`config.mk`:
```
export PLATFORM = sky130hd
export DESIGN_NAME = keypad_scan
export DESIGN_NICKNAME = d
export VERILOG_FILES = /design/src/rtl/keypad_pkg.sv /design/src/rtl/sync_2ff.sv /design/src/rtl/keypad_scan.sv
export SDC_FILE = /design/constraint.sdc
export NUM_CORES = 1
export LEC_CHECK = 0
export ABC_AREA = 1
export BUFFER_PORTS_ARGS = -buffer_cell sky130_fd_sc_hd__clkbuf_2
export CORE_ASPECT_RATIO = 0.9
export CORE_UTILIZATION = 56
export CTS_CLUSTER_DIAMETER = 100
export DETAILED_ROUTE_END_ITERATION = 10
export GPL_TIMING_DRIVEN = 0
export PLACE_DENSITY = 0.78
export SYNTH_ARGS = -nofsm -noshare
export SYNTH_HDL_FRONTEND = slang
export SYNTH_HIERARCHICAL = 1
export SYNTH_SLANG_ARGS = --single-unit
export TNS_END_PERCENT = 30
```
`constraint.sdc`:
```
create_clock -name clk -period 1.99 [get_ports clk]
set_clock_uncertainty 0.05 [all_clocks]
set_input_delay 0 -clock clk [delete_from_list [all_inputs] [get_ports clk]]
set_output_delay 0 -clock clk [all_outputs]
set_load 0.03 [all_outputs]
```
`src/rtl/keypad_pkg.sv`:
```
// rtl/keypad_pkg.sv - shared keypad scanner types and key-to-BCD lookup
package keypad_pkg;

  typedef enum logic [1:0] {
    SCAN,
    DEBOUNCE,
    PRESSED,
    RELEASE
  } kp_state_e;

  localparam logic [3:0] KEY_NONE_BCD = 4'hF;

  // Layout r0: 1 2 3 A | r1: 4 5 6 B | r2: 7 8 9 C | r3: * 0 # D
  function automatic logic [3:0] key_to_bcd(input logic [3:0] code);
    case (code)
      4'd0:    return 4'd1;
      4'd1:    return 4'd2;
      4'd2:    return 4'd3;
      4'd4:    return 4'd4;
      4'd5:    return 4'd5;
      4'd6:    return 4'd6;
      4'd8:    return 4'd7;
      4'd9:    return 4'd8;
      4'd10:   return 4'd9;
      4'd13:   return 4'd0;
      default: return KEY_NONE_BCD;
    endcase
  endfunction

endpackage

```
`src/rtl/sync_2ff.sv`:
```
// rtl/sync_2ff.sv - two-flop synchroniser, resets to all ones (idle keypad columns)
module sync_2ff #(
  parameter int W = 4
) (
  input  logic         clk,
  input  logic         rst,
  input  logic [W-1:0] d_i,
  output logic [W-1:0] q_o
);

  logic [W-1:0] s1_q;
  logic [W-1:0] s2_q;

  always_ff @(posedge clk or posedge rst) begin
    if (rst) begin
      s1_q <= '1;
      s2_q <= '1;
    end else begin
      s1_q <= d_i;
      s2_q <= s1_q;
    end
  end

  assign q_o = s2_q;

endmodule

```
`src/rtl/keypad_scan.sv`:
```
// rtl/keypad_scan.sv - 4x4 keypad row scanner with debounce, one pulse per press
module keypad_scan
  import keypad_pkg::*;
#(
  parameter int DEBOUNCE_N = 4,
  parameter int CNT_W      = 3
) (
  input  logic       clk,
  input  logic       rst,
  input  logic       tick,
  input  logic [3:0] col,
  output logic [3:0] row,
  output logic       key_valid,
  output logic [3:0] key_code,
  output logic [3:0] key_bcd,
  output logic       key_is_num,
  output logic       key_held
);

  localparam logic [CNT_W-1:0] ACCEPT_AT = CNT_W'(DEBOUNCE_N - 1);

  kp_state_e        state_q, state_d;
  logic [1:0]       ridx_q, ridx_d;
  logic [1:0]       cidx_q, cidx_d;
  logic [CNT_W-1:0] cnt_q, cnt_d;
  logic             valid_q, valid_d;
  logic [3:0]       code_q, code_d;
  logic [3:0]       bcd_q, bcd_d;
  logic             held_q, held_d;

  logic [3:0] cs;
  logic [3:0] low;
  logic       one_low;
  logic [1:0] low_idx;
  logic       col_match;
  logic       all_high;

  sync_2ff #(.W(4)) u_col_sync (
    .clk (clk),
    .rst (rst),
    .d_i (col),
    .q_o (cs)
  );

  assign low       = ~cs;
  assign one_low   = (low != 4'b0000) && ((low & (low - 4'd1)) == 4'b0000);
  assign all_high  = (cs == 4'b1111);
  assign col_match = (cs == ~(4'b0001 << cidx_q));

  always_comb begin
    low_idx = 2'd0;
    case (low)
      4'b0010: low_idx = 2'd1;
      4'b0100: low_idx = 2'd2;
      4'b1000: low_idx = 2'd3;
      default: low_idx = 2'd0;
    endcase
  end

  always_ff @(posedge clk or posedge rst) begin
    if (rst) begin
      state_q <= SCAN;
      ridx_q  <= 2'd0;
      cidx_q  <= 2'd0;
      cnt_q   <= '0;
      valid_q <= 1'b0;
      code_q  <= 4'd0;
      bcd_q   <= KEY_NONE_BCD;
      held_q  <= 1'b0;
    end else begin
      state_q <= state_d;
      ridx_q  <= ridx_d;
      cidx_q  <= cidx_d;
      cnt_q   <= cnt_d;
      valid_q <= valid_d;
      code_q  <= code_d;
      bcd_q   <= bcd_d;
      held_q  <= held_d;
    end
  end

  // Row stays frozen from detection until the release is debounced
  always_comb begin
    state_d = state_q;
    ridx_d  = ridx_q;
    cidx_d  = cidx_q;
    cnt_d   = cnt_q;
    valid_d = 1'b0;
    code_d  = code_q;
    bcd_d   = bcd_q;
    held_d  = held_q;
    if (tick) begin
      case (state_q)
        SCAN: begin
          if (one_low) begin
            cidx_d  = low_idx;
            cnt_d   = CNT_W'(1);
            state_d = DEBOUNCE;
          end else begin
            ridx_d = ridx_q + 2'd1;
          end
        end
        DEBOUNCE: begin
          if (!col_match) begin
            state_d = SCAN;
            ridx_d  = ridx_q + 2'd1;
          end else if (cnt_q >= ACCEPT_AT) begin
            state_d = PRESSED;
            valid_d = 1'b1;
            code_d  = {ridx_q, cidx_q};
            bcd_d   = key_to_bcd({ridx_q, cidx_q});
            held_d  = 1'b1;
          end else begin
            cnt_d = cnt_q + CNT_W'(1);
          end
        end
        PRESSED: begin
          if (all_high) begin
            state_d = RELEASE;
            cnt_d   = CNT_W'(1);
          end
        end
        RELEASE: begin
          if (!all_high) begin
            state_d = PRESSED;
            cnt_d   = '0;
          end else if (cnt_q >= ACCEPT_AT) begin
            state_d = SCAN;
            held_d  = 1'b0;
            ridx_d  = ridx_q + 2'd1;
          end else begin
            cnt_d = cnt_q + CNT_W'(1);
          end
        end
        default: state_d = SCAN;
      endcase
    end
  end

  assign row        = ~(4'b0001 << ridx_q);
  assign key_valid  = valid_q;
  assign key_code   = code_q;
  assign key_bcd    = bcd_q;
  assign key_is_num = (bcd_q != KEY_NONE_BCD);
  assign key_held   = held_q;

endmodule

```
==> metrics.cfg, run 1 <==
[status]
outcome = finished, violations left
violations = design-rule violations

[timing]
timing.slew.headroom = 0.503
period_minus_slack_ns = 1.77
final_hold_violation_count = 0
hold_ws_ns = 0.237
drv_slew = 0
post-route-period-util = 0.891
setup_repair_after_global_routing_missed_its_margin = no
clock.fmax_mhz = 564
setup_viol = 0
timing_worst_slew_pin_value_ns = 0.745
final_layout_setup_total_negative_slack_ns = 0

[drt]
drt_pass1_iterations = 7
antenna_left = 0
dr.first_iter.drc_count = 31
via_per_inst = 5.00
route.detailed.wl_per_inst_microns = 11.1
route.vias.total = 1200
drc = 3
detail_route.wirelength_microns = 2660

[setup_path]
r2r_start = cidx_q[1]
crit_path_start_kind = flop
endpoint_kind = flop
path_cells = inv_1, ha_1, inv_1, nand2_1, nand2_2, nor2_4, nand4_4, buf_6, nand2_1, o21ai_1
worst-setup-path-type = flop to flop
timing.critical_path.arrival_ns = 2.00
largest_fanout_on_the_critical_path = 10
crit_slowest_cell = sky130_fd_sc_hd__dfrtp_1
crit_buf_inv = 3
kind_of_cell_adding_the_most_delay_to_the_critical_path = simple AND/OR/NAND/NOR gates
timing.critical_path.slowest_cell_delay_ns = 0.46
required_time_of_the_critical_path_ns = 2.21
r2r_setup_slack_ns = 0.22
beginning_of_the_critical_path = cidx_q[1]

[cts]
clock_latency_reported_for_the_late_side_of_the_worst_skew_pair_ns = 0.33
cts_root_buffer = sky130_fd_sc_hd__clkbuf_4
clkSlewWorstSetupHoldPaths_ns = 0.13
numCtsBuffers = 3
cts_max_path_buffers = 2
cts_tree = built
htreeDepth = 1
post_cts_repair_resize_count = 0
numClockSinks = 27

[grt]
pin_count_of_the_biggest_net_entering_global_routing = 20
antenna_found_initial = 0
grt-ovfl-total = 0
grt_overall_usage = 0.206
wire_length_of_the_first_global_routing_pass_microns = 4460
first_global_vias = 1062

[synthesis]
synth_mux_area_frac = 0.00722
synth.avg_cell_area_sq_um = 8.62
synth_top_family_by_area = simple AND/OR/NAND/NOR gates
sequential_area_share_after_synthesis = 0.443
yosys_warns = 6
simple_gate_share_of_the_synthesized_area = 0.300
ys_types = 27
syn-cell-area_sq_um = 1560
synthAdderAreaFrac = 0.0882
synth_xor_xnor_area_share = 0.00561
mappedNetlistNets = 199
synth-compound-area-share = 0.0770
postSynthCellCount = 181
yosys_register_bits = 27

[place]
dp_cells = 230
placement.io_buffers = 21
gp_congestion = 0.791
hpwl_microns = 2060

[final_layout]
mostFrequentLayoutCell = sky130_fd_sc_hd__nand2_1
final_cell_mix = 56 x sky130_fd_sc_hd__nand2_1, 24 x sky130_fd_sc_hd__inv_1, 21 x sky130_fd_sc_hd__clkbuf_2
final_core_util = 0.700
area.sequential_sq_um = 691
layout.nets = 231
fillerInstances = 197
flow.area_growth_from_synthesis_pct = 14.5
post_route_cells_drive_above_1_share = 0.307
multi_input_comb_area_sq_um = 746
finish.cell_count_without_fillers = 240
antennaDiodeCount = 0

[die]
die_x_microns = 57.6
fp.dieArea_sq_um = 3000
rows = 17
initial_standard_cell_utilization_of_the_core = 0.611
num_io_pins = 22
core-area_sq_um = 2550
die_height_microns = 52.1

[pwr]
total_leakage_power_uw = 0.000947
post-layout-total-power_uw = 2370
worst_ir_drop_vdd_v = 0.000556
powerDensity_nw_per_um2 = 1320

[hold_path]
start_point_of_the_worst_hold_path = col[3]
classification_of_the_worst_slack_hold_path = primary input to flop

[run]
max_cap_viol_count = 0

power breakdown:
group	internal, uW	switching (uW)
Combinational	416	830
Clock	78.8	154
Sequential	722	166
Total	1220	1150
final timing paths:
check,cells after the start,to
worst max-delay path,10,key_bcd[0]
worst min-delay path,2,u_col_sync/s1_q[3]
worst max register to register,10,key_bcd[0]
worst min register to register,0,u_col_sync/q_o[0]
max in group asynchronous,3,state_q[0]
min in group asynchronous,3,key_valid
registers in the layout, summed over array words and instances (netlist names):
| name | count |
|---|---|
| key_bcd | 4 |
| key_code | 4 |
| u_col_sync/q_o | 4 |
| u_col_sync/s1_q | 4 |
| cnt_q | 3 |
| cidx_q | 2 |
| ridx_q | 2 |
| state_q | 2 |
| key_held | 1 |
| key_valid | 1 |
synth_stat cells:
master                     count  area (sq um)
sky130_fd_sc_hd__nand3_4       1          17.5
sky130_fd_sc_hd__nor2_4        5          56.3
sky130_fd_sc_hd__o21ai_2       5          43.8
sky130_fd_sc_hd__dfrtp_1      15           375
sky130_fd_sc_hd__dfstp_2      12           315
sky130_fd_sc_hd__ha_1         11           138
sky130_fd_sc_hd__o21ai_1       2          10.0
sky130_fd_sc_hd__nand3b_4      1          20.0
sky130_fd_sc_hd__o311ai_0      1          8.76
sky130_fd_sc_hd__nor2_2        2          12.5
sky130_fd_sc_hd__nor2_1        8          30.0
sky130_fd_sc_hd__buf_6         1          11.3
sky130_fd_sc_hd__o21ai_0       8          40.0
sky130_fd_sc_hd__inv_1        24          90.1
sky130_fd_sc_hd__xor2_1        1          8.76
sky130_fd_sc_hd__nand4_1       1          6.26
sky130_fd_sc_hd__nor3b_1       1          7.51
sky130_fd_sc_hd__mux2_2        1          11.3
sky130_fd_sc_hd__nand3_2       1          10.0
sky130_fd_sc_hd__nor3_1        3          15.0
sky130_fd_sc_hd__o21a_1        1          7.51
sky130_fd_sc_hd__a21oi_1       2          10.0
sky130_fd_sc_hd__nand2_2       5          31.3
sky130_fd_sc_hd__nand2_1      56           210
sky130_fd_sc_hd__inv_2         6          22.5
sky130_fd_sc_hd__nand4_4       1          21.3
sky130_fd_sc_hd__nand3_1       6          30.0
cell type report:
class                      count  area share
multi-input combinational    123       0.417
sequential                    27       0.387
tap                           28      0.0196
timing repair buffer          27      0.0924
buffer                         1     0.00630
inverter                      30      0.0630
clock buffer                   4      0.0147
worst register-to-register path: cells and delay by family, from the launching register on:
| kind | cells | cell delay, ns |
|---|---|---|
| AND/OR/NAND/NOR | 5 | 0.52 |
| flip-flops | 1 | 0.46 |
| buffers and inverters | 3 | 0.45 |
| adder cells (fa/ha/maj) | 1 | 0.20 |
| AO/OA/AOI/OAI | 1 | 0.06 |
stage by stage:
stage / setup slack (ns) / instance area [sq um]
2_1_floorplan: 0.427 / 1560
3_5_place_dp: 0.223 / 1700
5_1_grt: 0.0626 / 1790
3_3_place_gp: 0.249 / 1700
4_1_cts: 0.215 / 1790
6_report: 0.217 / 1790
per-layer routing:
metal / vias up / global-route usage / wire length [microns]
met1: 548 / 0.231 / 1250
li1: 625 / - / -
met2: 22 / 0.360 / 1270
met3: 5 / 0.0522 / 79
met4: 0 / 0.110 / 59
met5: - / 0 / 0
cells by family (layout without fill, tap and decap cells):
group / count (synthesis) / after routing
AOI/OAI and AO/OA: 19 / 19
and+or+nand+nor: 91 / 91
DFF: 27 / 27
adders and majority gates: 11 / 11
buffers and inverters: 31 / 62
xor gates and xnor gates: 1 / 1
muxes: 1 / 1
what timing repair did:
item | CTS | global route
hold buffers | 6 | 0
hold endpoints to repair | 29 | 0
setup buffers | 0 | 0
endpoints found under the setup margin | 0 | 0
Note: power is estimated with default switching activity, not from simulation.
==> inputs of run 2 (changes only) <==
Settings changed: PLACE_DENSITY 0.78 to 0.75.
==> metrics.cfg, run 2 (synthesized netlist as in run 1, its figures left out) <==
[setup_path]
crit_path_start_kind = flop
crit_slowest_cell = sky130_fd_sc_hd__dfrtp_1
largest_fanout_on_the_critical_path = 5  ; -5
worst-setup-path-type = flop to flop
timing.critical_path.arrival_ns = 2.00  ; about the same
beginning_of_the_critical_path = cidx_q[1]
required_time_of_the_critical_path_ns = 2.17  ; -0.04 ns
endpoint_kind = flop
r2r.worst_path.cells = 11  ; +1
r2r_start = cidx_q[1]
path_cells = inv_1, ha_1, inv_1, nand2_1, nand2_2, nor2_4, nand2_1, nand2_2, inv_2, nor2_4, a21oi_1
timing.critical_path.slowest_cell_delay_ns = 0.46  ; about the same

[cts]
htreeDepth = 1  ; unchanged
cts_tree = built
cts_max_path_buffers = 2  ; unchanged
cts_root_buffer = sky130_fd_sc_hd__clkbuf_4
post_cts_repair_resize_count = 0  ; unchanged
numClockSinks = 27  ; unchanged
clock_latency_reported_for_the_late_side_of_the_worst_skew_pair_ns = 0.33  ; about the same
clkSlewWorstSetupHoldPaths_ns = 0.14  ; about the same
numCtsBuffers = 3  ; unchanged

[drt]
detail_route.wirelength_microns = 2740  ; +2.9%
drc = 2  ; -1
via_per_inst = 4.99  ; -0.17%
antenna_left = 0  ; unchanged
route.detailed.wl_per_inst_microns = 11.4  ; +2.9%
drt_pass1_iterations = 7  ; unchanged
route.vias.total = 1198  ; -0.17%
dr.first_iter.drc_count = 34  ; +9.7%

[timing]
setup_repair_after_global_routing_missed_its_margin = no
timing.final.ws_setup_ns = 0.169  ; -0.0489 ns
final_layout_setup_total_negative_slack_ns = 0  ; unchanged
hold_ws_ns = 0.243  ; +0.00559 ns
period_minus_slack_ns = 1.82  ; +0.0489 ns
final_hold_violation_count = 0  ; unchanged
setup_viol = 0  ; unchanged
post-route-period-util = 0.915  ; +0.0246
timing_worst_slew_pin_value_ns = 0.763  ; +0.0182 ns
timing.slew.headroom = 0.491  ; -0.0122
drv_slew = 0  ; unchanged
clock.fmax_mhz = 549  ; -2.7%

[pwr]
worst_ir_drop_vdd_v = 0.000807  ; +45%
total_leakage_power_uw = 0.000950  ; +0.29%
powerDensity_nw_per_um2 = 1330  ; +0.66%

[die]
die_x_microns = 57.6  ; unchanged
fp.dieArea_sq_um = 3000  ; unchanged
num_io_pins = 22  ; unchanged
die_height_microns = 52.1  ; unchanged
initial_standard_cell_utilization_of_the_core = 0.611  ; unchanged
core-area_sq_um = 2550  ; unchanged
rows = 17  ; unchanged

[final_layout]
post_route_cells_drive_above_1_share = 0.311  ; +0.00472
flow.area_growth_from_synthesis_pct = 14.6  ; about the same
antennaDiodeCount = 0  ; unchanged
fillerInstances = 206  ; +4.6%
multi_input_comb_area_sq_um = 746  ; unchanged
final_cell_mix = 56 x sky130_fd_sc_hd__nand2_1, 24 x sky130_fd_sc_hd__inv_1, 21 x sky130_fd_sc_hd__clkbuf_2
area.sequential_sq_um = 691  ; unchanged
layout.nets = 231  ; unchanged
mostFrequentLayoutCell = sky130_fd_sc_hd__nand2_1

[place]
place_worst_setup_slack_ns = 0.185  ; -0.0373 ns
placement.io_buffers = 21  ; unchanged
gp_congestion = 0.874  ; +11%
hpwl_microns = 2090  ; +1.1%

[grt]
pin_count_of_the_biggest_net_entering_global_routing = 20  ; unchanged
grt_overall_usage = 0.211  ; +0.00504
first_global_vias = 1115  ; +5.0%
grt-ovfl-total = 0  ; unchanged
wire_length_of_the_first_global_routing_pass_microns = 4700  ; +5.2%
antenna_found_initial = 0  ; unchanged

[hold_path]
classification_of_the_worst_slack_hold_path = primary input to flop
start_point_of_the_worst_hold_path = col[1]
hold_path_depth = 2  ; unchanged

[run]
max_cap_viol_count = 0  ; unchanged

[status]
outcome = finished, violations left
violations = design-rule violations

==> run 2: changes by cell type in the layout (fill, tap and decap cells not counted) <==
cell and change:
sky130_fd_sc_hd__clkbuf_1 -1, sky130_fd_sc_hd__clkinv_2 +1
==> run 2: worst max-delay path: cells and delay by family (launching register included) <==
kind / cells / cell delay, ns
buf+inv: 3 / 0.31
fa+ha+maj: 1 / 0.20
flops: 1 / 0.46
simple gates: 6 / 0.61
compound gates: 1 / 0.09
==> run 2: where the power goes <==
group / internal, uW / switching, uW
Sequential: 721 / 166
Clock: 75.5 / 158
Combinational: 419 / 843
==> run 2: timing repair <==
item | in CTS | in global routing
endpoints found under the hold margin | 29 | 0
buffers inserted | 0 | 0
hold buffers | 6 | 0
==> run 2: worst paths after layout <==
path | end | slack [ns]
worst max register to register | cnt_q[2] | 0.17
max in group asynchronous | cnt_q[0] | 1.14
min in group asynchronous | key_code[1] | 0.28
worst min register to register | u_col_sync/q_o[1] | 0.32
worst min-delay path | u_col_sync/s1_q[1] | 0.24
worst max-delay path | cnt_q[2] | 0.17
==> run 2: layout make-up <==
class / count / share of cell area
inverters: 30 / 0.0630
well taps: 28 / 0.0196
multi-input cells: 123 / 0.417
plain buffers: 1 / 0.00630
clock buffers: 3 / 0.0126
repair buffers: 27 / 0.0924
clock inverters: 1 / 0.00280
flip-flops and latches: 27 / 0.386
==> run 2: metrics by stage <==
stage               utilization  cells  power, uW  cell area, sq um
floorplan                     -    181       1860              1560
global placement          0.666    230       2090              1700
detailed placement        0.666    230       2150              1700
CTS                       0.700    240       2400              1790
global route              0.700    240       2590              1790
finish                    0.700    240       2380              1790
==> run 2: layer usage <==
metal | vias to the layer above | track usage | part of all wire
met5 | - | 0 | 0
met4 | 0 | 0.0488 | 0.0084
met3 | 4 | 0.0522 | 0.031
met2 | 24 | 0.397 | 0.50
met1 | 546 | 0.240 | 0.46
li1 | 624 | - | -
==> inputs of run 3 (changes only) <==
Settings changed: SYNTH_HIERARCHICAL 1 to not set.
==> metrics.cfg, run 3 <==
[status]
violations = design-rule violations
outcome = finished, violations left

[grt]
wire_length_of_the_first_global_routing_pass_microns = 5580  ; +19%
first_global_vias = 1300  ; +17%
grt-ovfl-total = 0  ; unchanged
grt_overall_usage = 0.246  ; +0.0349
antenna_found_initial = 0  ; unchanged
pin_count_of_the_biggest_net_entering_global_routing = 28  ; +40%

[synthesis]
synthTopCellsByCount = 50 x sky130_fd_sc_hd__nand2_1, 26 x sky130_fd_sc_hd__inv_1, 15 x sky130_fd_sc_hd__dfrtp_1, 12 x sky130_fd_sc_hd__dfstp_2, 11 x sky130_fd_sc_hd__ha_1
ys_types = 28  ; +3.7%
synth_edf_count = 0  ; unchanged
postSynthCellCount = 189  ; +4.4%
mappedNetlistNets = 207  ; +4.0%
post-synth-top-area-cell = sky130_fd_sc_hd__dfrtp_1
synth_area_leaders = sky130_fd_sc_hd__dfrtp_1 24%, sky130_fd_sc_hd__dfstp_2 20%, sky130_fd_sc_hd__nand2_1 12%, sky130_fd_sc_hd__ha_1 8.7%, sky130_fd_sc_hd__inv_1 6.2%
sequential_area_share_after_synthesis = 0.438  ; -0.00457
yosys_register_bits = 27  ; unchanged
yosys_warns = 0  ; -6
asyncSetResetFlopFracSynth = 1.00  ; unchanged
synthMostInstantiatedCell = sky130_fd_sc_hd__nand2_1
synth.avg_cell_area_sq_um = 8.34  ; -3.2%
syn-cell-area_sq_um = 1580  ; +1.0%
synth_flop_cell = sky130_fd_sc_hd__dfrtp_1
netlist.area_leader.share = 0.238  ; -0.00248

[timing]
setup_repair_after_global_routing_missed_its_margin = no
final_layout_setup_total_negative_slack_ns = 0  ; unchanged
final_hold_violation_count = 0  ; unchanged
timing.slew.headroom = 0.339  ; -0.152
post-route-period-util = 0.884  ; -0.0313
clock.fmax_mhz = 568  ; +3.5%
period_minus_slack_ns = 1.76  ; -0.0623 ns
drv_slew = 0  ; unchanged
setup_viol = 0  ; unchanged
timing_worst_slew_pin_value_ns = 0.991  ; +0.228 ns

[cts]
cts_root_buffer = sky130_fd_sc_hd__clkbuf_4
cts_tree = built
numClockSinks = 27  ; unchanged
cts_max_path_buffers = 2  ; unchanged
cts_post_setup_buffers_inserted = 0  ; unchanged
clock_latency_reported_for_the_late_side_of_the_worst_skew_pair_ns = 0.33  ; about the same
htreeDepth = 1  ; unchanged
clkSlewWorstSetupHoldPaths_ns = 0.14  ; about the same
numCtsBuffers = 3  ; unchanged

[pwr]
power.combinational.fraction = 0.532  ; +0.003
powerDensity_nw_per_um2 = 1280  ; -3.9%
cell_internal_pwr_uw = 1180  ; -2.8%
switchingPower_uw = 1120  ; -4.5%
worst_ir_drop_vdd_v = 0.000971  ; +20%
power.clock.fraction = 0.104  ; +0.006
swShare = 0.486  ; -0.00448
total_leakage_power_uw = 0.000973  ; +2.4%
seqPwrFrac = 0.364  ; -0.008

[drt]
antenna_left = 0  ; unchanged
detail_route.wirelength_microns = 3110  ; +14%
route.vias.total = 1331  ; +11%
route.detailed.wl_per_inst_microns = 12.6  ; +10%
via_per_inst = 5.39  ; +8.0%
dr.first_iter.drc_count = 50  ; +47%
drc = 1  ; -1
drt_pass1_iterations = 7  ; unchanged

[final_layout]
post_route_cells_drive_above_1_share = 0.338  ; +0.0266
final_cell_mix = 50 x sky130_fd_sc_hd__nand2_1, 24 x sky130_fd_sc_hd__inv_1, 22 x sky130_fd_sc_hd__clkbuf_2
layout.nets = 238  ; +3.0%
finish.cell_count_without_fillers = 247  ; +2.9%
final_core_util = 0.703  ; +0.00245
antennaDiodeCount = 0  ; unchanged
mostFrequentLayoutCell = sky130_fd_sc_hd__nand2_1
fillerInstances = 208  ; +0.97%
flow.area_growth_from_synthesis_pct = 13.8

[setup_path]
worst-setup-path-type = flop to flop
endpoint_kind = flop
timing.critical_path.arrival_ns = 1.95  ; -0.05 ns
r2r.worst_path.cells = 11  ; unchanged
beginning_of_the_critical_path = cidx_q[1]
r2r_start = cidx_q[1]
timing.critical_path.slowest_cell_delay_ns = 0.47  ; about the same
path_cells = inv_2, ha_1, inv_1, nand2_1, nand2_1, nor2_2, nand2_2, nand2_2, nand2_2, o21ai_1, nand2_1
crit_slowest_cell = sky130_fd_sc_hd__dfrtp_1
r2r_setup_slack_ns = 0.23  ; +0.06 ns
crit_path_start_kind = flop
largest_fanout_on_the_critical_path = 5  ; unchanged
worst_r2r_endpoint = cnt_q[1]
required_time_of_the_critical_path_ns = 2.18  ; about the same

[place]
hpwl_microns = 2410  ; +15%
placement.io_buffers = 21  ; unchanged
gp_congestion = 0.954  ; +9.1%
dp_cells = 238  ; +3.5%

[hold_path]
start_point_of_the_worst_hold_path = tick
classification_of_the_worst_slack_hold_path = primary input to flop
hold_path_depth = 4  ; +2
sink_of_the_worst_hold_path = cnt_q[2]

[die]
die_x_microns = 57.9  ; +0.50%
core-area_sq_um = 2550  ; unchanged
num_io_pins = 22  ; unchanged
die_height_microns = 52.3  ; +0.50%
rows = 17  ; unchanged
fp.dieArea_sq_um = 3030  ; +1.0%
initial_standard_cell_utilization_of_the_core = 0.618  ; +0.00637

[run]
max_cap_viol_count = 0  ; unchanged

==> run 3: cell count changes after synthesis, sizes merged, moves of 2 or more <==
cell   before  now
nand3       8    6
inv        30   28
or2         0    2
a21oi       2    5
nand4       2    6
==> run 3: metal layers <==
metal,vias up,track usage,share of wire
li1,651,-,-
met1,630,0.284,0.44
met2,41,0.433,0.49
met3,9,0.0642,0.052
met4,0,0.103,0.022
met5,-,0,0
==> run 3: cell families after synthesis <==
family / after synthesis / synth area share
AND/OR/NAND/NOR: 95 / 0.283
buffers and inverters: 32 / 0.0833
flip-flops: 27 / 0.438
AO/OA/AOI/OAI: 21 / 0.0905
adder cells (fa/ha/maj): 11 / 0.0873
XOR/XNOR: 2 / 0.0111
multiplexers: 1 / 0.00714
==> run 3: what timing repair did <==
action / 4_1_cts / 5_1_grt
setup endpoints to repair: 0 / 3
gates resized for setup: 0 / 2
hold endpoints to repair: 19 / 0
hold buffers: 5 / 0
==> run 3: critical path, delay by kind of cell, from the launching register on <==
| family | cells | cell delay, ns |
|---|---|---|
| simple gates | 7 | 0.63 |
| flops | 1 | 0.47 |
| buf+inv | 2 | 0.20 |
| fa+ha+maj | 1 | 0.18 |
| compound gates | 1 | 0.14 |
==> run 3: power groups by stage <==
stage	registers (uW)	logic [uW]	clock network, uW
floorplan	909	851	0
detailed placement	843	1210	0
global placement	833	1150	0
global route	859	1380	265
finish	836	1220	240
CTS	833	1220	245
==> run 3: worst max-delay path by stage <==
stage                       to  slack, ns  cells after the start
floorplan           key_bcd[2]       0.41                     12
global placement    key_bcd[2]       0.24                     12
detailed placement    cnt_q[1]       0.18                     11
CTS                   cnt_q[1]       0.16                     11
global route          cnt_q[1]       0.02                     11
finish                cnt_q[1]       0.23                     11
==> run 3: area by class of cell <==
cell class	instances	area (sq um)	share of cell area
sequential	27	691	0.385
timing repair buffer	26	155	0.0865
inverter	29	110	0.0614
buffer	3	21.3	0.0119
multi-input combinational	130	754	0.421
tap	28	35.0	0.0195
clock inverter	1	5.00	0.00279
clock buffer	3	22.5	0.0126
==> run 3: metrics by stage <==
step	power (uW)	hold slack (ns)	area [sq um]	worst slack [ns]
floorplan	1760	-0.0455	1580	0.413
finish	2300	0.0341	1790	0.231
CTS	2300	0.0179	1790	0.156
detailed placement	2050	0.0388	1720	0.176
global route	2500	0.0312	1790	0.0240
global placement	1980	0.0374	1720	0.243
